[config.mk]
export PLATFORM = sky130hd
export DESIGN_NAME = fetch_sequencer
export DESIGN_NICKNAME = d
export VERILOG_FILES = /design/src/rtl/isa_pkg.sv /design/src/rtl/fetch_sequencer.sv
export SDC_FILE = /design/constraint.sdc
export NUM_CORES = 1
export LEC_CHECK = 0
export CORE_ASPECT_RATIO = 0.7
export CORE_UTILIZATION = 46
export CTS_BUF_LIST = sky130_fd_sc_hd__clkbuf_2 sky130_fd_sc_hd__clkbuf_4 sky130_fd_sc_hd__clkbuf_8
export DETAILED_ROUTE_END_ITERATION = 8
export GPL_TIMING_DRIVEN = 0
export PLACE_DENSITY = 0.87
export SYNTH_ARGS = -nofsm -noshare
export SYNTH_HDL_FRONTEND = slang
export SYNTH_SLANG_ARGS = --single-unit
[constraint.sdc]
create_clock -name clk -period 3.3 [get_ports clk]
set_clock_uncertainty 0.05 [all_clocks]
set_input_delay 0.33 -clock clk [delete_from_list [all_inputs] [get_ports clk]]
set_output_delay 0.33 -clock clk [all_outputs]
set_load 0.01 [all_outputs]
[src/rtl/isa_pkg.sv]
// Shared fetch-side definitions: FSM state encoding, word/address types and
// the default halt encoding used by fetch_sequencer.
package isa_pkg;

  typedef logic [15:0] word_t;
  typedef logic [15:0] addr_t;

  typedef enum logic [1:0] {
    RUN    = 2'd0,
    DRAIN  = 2'd1,
    HALTED = 2'd2,
    FAULT  = 2'd3
  } fetch_state_e;

  localparam word_t DEFAULT_HALT_WORD = 16'hFFFF;

endpackage

[src/rtl/fetch_sequencer.sv]
// Instruction-fetch controller: owns the PC, registers each fetched word with
// its PC for decode, handles redirects, halt words and out-of-range faults.
// Optional macro FETCH_PERF_EN adds the fetch_count transfer counter port.
module fetch_sequencer
  import isa_pkg::*;
#(
  parameter int    MEM_DEPTH = 16,
  parameter addr_t RESET_PC  = 16'h0000,
  parameter word_t HALT_WORD = DEFAULT_HALT_WORD
) (
  input  logic         clk,
  input  logic         reset,
  output addr_t        imem_adr,
  input  word_t        imem_data,
  output word_t        instr,
  output addr_t        instr_pc,
  output logic         instr_valid,
  input  logic         instr_ready,
  input  logic         redirect_valid,
  input  addr_t        redirect_target,
  output logic         halted,
  output logic         fault,
  output fetch_state_e dbg_state
`ifdef FETCH_PERF_EN
  ,
  output logic [15:0]  fetch_count
`endif
);

  // Handshake: a word moves to decode on any rising edge where instr_valid
  // and instr_ready are both high; while valid and not ready it holds stable.
  localparam addr_t LAST_PC = addr_t'(MEM_DEPTH - 1);

  fetch_state_e state_q, state_d;
  addr_t        pc_q, pc_d;
  word_t        instr_q, instr_d;
  addr_t        instr_pc_q, instr_pc_d;
  logic         instr_valid_q, instr_valid_d;
  logic         halted_q, halted_d;
  logic         fault_q, fault_d;

  logic xfer;
  logic slot_free;
  logic pc_in_range;

  assign xfer        = instr_valid_q && instr_ready;
  assign slot_free   = !instr_valid_q || instr_ready;
  assign pc_in_range = (pc_q <= LAST_PC);

  always_ff @(posedge clk) begin
    if (reset) begin
      state_q       <= RUN;
      pc_q          <= RESET_PC;
      instr_q       <= '0;
      instr_pc_q    <= '0;
      instr_valid_q <= 1'b0;
      halted_q      <= 1'b0;
      fault_q       <= 1'b0;
    end else begin
      state_q       <= state_d;
      pc_q          <= pc_d;
      instr_q       <= instr_d;
      instr_pc_q    <= instr_pc_d;
      instr_valid_q <= instr_valid_d;
      halted_q      <= halted_d;
      fault_q       <= fault_d;
    end
  end

  always_comb begin
    state_d       = state_q;
    pc_d          = pc_q;
    instr_d       = instr_q;
    instr_pc_d    = instr_pc_q;
    instr_valid_d = instr_valid_q;
    halted_d      = halted_q;
    fault_d       = fault_q;
    if (redirect_valid) begin
      // A coincident transfer still completes; the held word is simply dropped.
      state_d       = RUN;
      pc_d          = redirect_target;
      instr_valid_d = 1'b0;
      halted_d      = 1'b0;
      fault_d       = 1'b0;
    end else begin
      case (state_q)
        RUN: begin
          if (slot_free) begin
            if (pc_in_range) begin
              instr_d       = imem_data;
              instr_pc_d    = pc_q;
              instr_valid_d = 1'b1;
              if (imem_data == HALT_WORD) begin
                state_d = DRAIN;
              end else begin
                pc_d = pc_q + 16'd1;
              end
            end else begin
              instr_valid_d = 1'b0;
              fault_d       = 1'b1;
              state_d       = FAULT;
            end
          end
        end
        DRAIN: begin
          if (xfer) begin
            instr_valid_d = 1'b0;
            halted_d      = 1'b1;
            state_d       = HALTED;
          end
        end
        default: begin
        end
      endcase
    end
  end

  always_comb begin
    imem_adr    = pc_q;
    instr       = instr_q;
    instr_pc    = instr_pc_q;
    instr_valid = instr_valid_q;
    halted      = halted_q;
    fault       = fault_q;
    dbg_state   = state_q;
  end

`ifdef FETCH_PERF_EN
  logic [15:0] fetch_count_q, fetch_count_d;

  // Saturating transfer count; survives redirects, cleared only by reset.
  always_comb begin
    fetch_count_d = fetch_count_q;
    if (xfer && (fetch_count_q != 16'hFFFF)) begin
      fetch_count_d = fetch_count_q + 16'd1;
    end
  end

  always_ff @(posedge clk) begin
    if (reset) begin
      fetch_count_q <= '0;
    end else begin
      fetch_count_q <= fetch_count_d;
    end
  end

  assign fetch_count = fetch_count_q;
`endif

endmodule

==> results.toml <==
[sta]
finalCritPeriodShare = 0.640
worstMarginPinSlew_ps = 649
relSlewSlack = 0.568
finalHoldViolations = 0
setup_tns_ps = 0
fin_crit_ps = 2110
maxSlewViolCount = 0
max_freq_mhz = 474
grt_setup_unrepaired = "false"
finalSetupViolations = 0

[setup_path]
path_buf_inv = 1
cpPeakStageDelay_ps = 610
critPathLaunchType = "input port"
r2r_slack_ps = 1360
cp_data_arrival_time_ps = 2250
reg2reg_to = "instr_pc[9]"
worstRegToRegCells = 6
worstPathMaxFanout = 10
critical_path_required_ps = 3440
path_delay_family = "simple AND/OR/NAND/NOR gates"
path_class = "in -> reg"
cpMaxStageDelayCell = "or4_4"
r2r_start = "imem_adr[5]"
worstPathCellList = "clkdlybuf4s50_1 -> nand4_1 -> or4_4 -> a31oi_4 -> mux2i_1 -> nor2_1"
cp-end-kind = "flip-flop"

[synthesis]
synth_most_common_cell = "dfxtp_1"
synth-edff-count = 0
synth_cell_type_count = 32
ys_seq_area_frac = 0.536
ys_seq_elements = 53
netlist_top_cells_count = "dfxtp_1, nand2_1, a21oi_1"
avgSynthCellArea_sq_um = 9.04
yosys.area.top_type_share = 0.536
synthCells = 219
synthFlopType = "dfxtp_1"
ys_top_cells_by_area = "dfxtp_1, nand2_1, a21oi_1, mux2i_1, and2_1"
syn-cell-area_sq_um = 1980
async_flop_share = 0
syn-num-nets = 256
yosys_warnings = 0
yosys.area.top_type = "dfxtp_1"

[route]
detail-route-antenna-nets = 0
route.vias.total = 1887
routed_wl_um = 5030
routedWlPerCell_um = 13.8
drc = 0
viasPerCell = 5.17
first_pass_iters = 4
drtIter0Drc = 151

[place]
routabilityCongestion = 0.819
dp_hpwl_um = 3770
io_buffers = 86

[worst_hold_path]
hold_start = "reset"
min_path_cells = 2
whs_endpoint = "dbg_state[0]"
hold_class = "in -> reg"

[floorplanning]
row_count = 19
dieHeight_um = 56.9
dieArea_sq_um = 4580
start_util = 0.493
die_w_um = 80.4
core_area_sq_um = 4020
io_pins = 89

[final_layout]
finalCoreUtilization = 0.745
final_layout_size_suffix_gt1_frac = 0.0639
seq_area_sq_um = 1060
antenna_cells = 0
area_growth_syn_to_layout_pct = 51.1
multi_input_area_sq_um = 846
fill_cells = 316
final_nets = 349

[grt]
grt_use_total = 0.229
gr-total-overflow = 0
grt_pass1_wl_um = 7850
grt_max_degree = 17
grt_antenna_before_repair = 0
grt_pass1_vias = 1650

[power_and_ir_drop]
p_leak_nw = 1.07
switching_share = 0.260
p_seq_frac = 0.551
pwr-share-comb = 0.157
power_per_cell_area_nw_per_um2 = 412
ir_worst_vdd_v = 0.000349
p_sw_w = 0.000321
clkPwrFrac = 0.292
p_int_w = 0.000912

[cts]
cts_setup_buffers = 0
post_cts_resized = 0
cts_htree_levels = 2
cts.path.max_buffers = 2
clock-root-buffer = "clkbuf_8"
clk_pin_slew_ps = 90
cts_buffers = 5
cts_tree = "done"
clk_latency_ps = 300
ctsHoldBuffers = 0
cts_sinks = 53

[outcome]
status = "completed"

[flow_run]
max-cap-violations = 0
## through the flow
step	worst slack [ps]	total power [W]	hold slack (ps)	area [sq um]	instances
after global placement	885	0.000882	391	2910	357
after floorplan	1590	0.000778	416	1980	219
after detailed placement	874	0.000886	395	2910	357
after global routing	1100	0.00129	336	2990	365
final	1190	0.00123	329	2990	365
after CTS	1200	0.00124	323	2990	365
## power groups by stage
stage | combinational, W | sequential [W] | clock, W
after floorplan | 0.0000777 | 0.000700 | 0
after global placement | 0.000189 | 0.000693 | 0
after detailed placement | 0.000193 | 0.000694 | 0
after CTS | 0.000194 | 0.000679 | 0.000367
after global routing | 0.000210 | 0.000683 | 0.000397
final | 0.000194 | 0.000679 | 0.000360
## logic make-up (layout without fill, tap and decap cells)
family | after synthesis | after routing | synth area share
and+or+nand+nor | 95 | 95 | 0.238
DFF | 53 | 53 | 0.536
adders and majority gates | 1 | 1 | 0.00632
muxes | 9 | 9 | 0.0461
buffers and inverters | 18 | 112 | 0.0373
AOI/OAI and AO/OA | 43 | 43 | 0.137
## metal layers
layer,vias to the layer above,wire length (um),track usage
li1,949,-,-
met1,853,2380,0.325
met2,79,2240,0.335
met3,6,367,0.0618
met4,0,42,0.0816
met5,-,0,0
## final cells by class
cell class	count	share of cell area
timing repair buffer	86	0.288
clock buffer	5	0.0230
buffer	14	0.0196
tap	52	0.0217
sequential	53	0.355
clock inverter	3	0.00585
multi-input combinational	148	0.283
inverter	4	0.00502
## worst max path at each step
| stage | slack [ps] | to | depth (start not counted) | startpoint |
|---|---|---|---|---|
| 2_1_floorplan | 1590 | imem_adr[1] | 5 | imem_data[13] |
| 3_3_place_gp | 880 | imem_adr[1] | 6 | imem_data[13] |
| 3_5_place_dp | 870 | imem_adr[1] | 6 | imem_data[8] |
| 4_1_cts | 1200 | imem_adr[1] | 6 | imem_data[8] |
| 5_1_grt | 1100 | instr_pc[7] | 6 | imem_adr[7] |
| 6_report | 1190 | imem_adr[1] | 6 | imem_data[8] |
## cells in the final DEF, fill, tap and decap left out, types with 2 or more instances in the layout
cell	n
nor4_1	6
a22oi_1	6
buf_2	5
clkbuf_8	5
nor2_1	15
clkinv_2	2
mux2i_1	8
dfxtp_1	53
nand2_1	43
nor3_1	5
clkdlybuf4s50_1	86
o21ai_1	2
a21oi_1	27
and3_1	2
inv_1	4
and2_1	12
or4_4	2
nand4_1	4
clkbuf_1	8
a32oi_1	2
## worst reg2reg max path, delay by kind of cell (launching register included)
| kind | cells | cell delay, ps |
|---|---|---|
| AND/OR/NAND/NOR | 5 | 1240 |
| buffers and inverters | 1 | 210 |
| flip-flops | 1 | 350 |
## sequential cells by signal, summed over array words and instances, names as in the netlist
register / count
instr_valid: 1
halted: 1
instr_pc: 16
instr: 16
fault: 1
imem_adr: 16
dbg_state: 2
(Power assumes the default switching activity.)
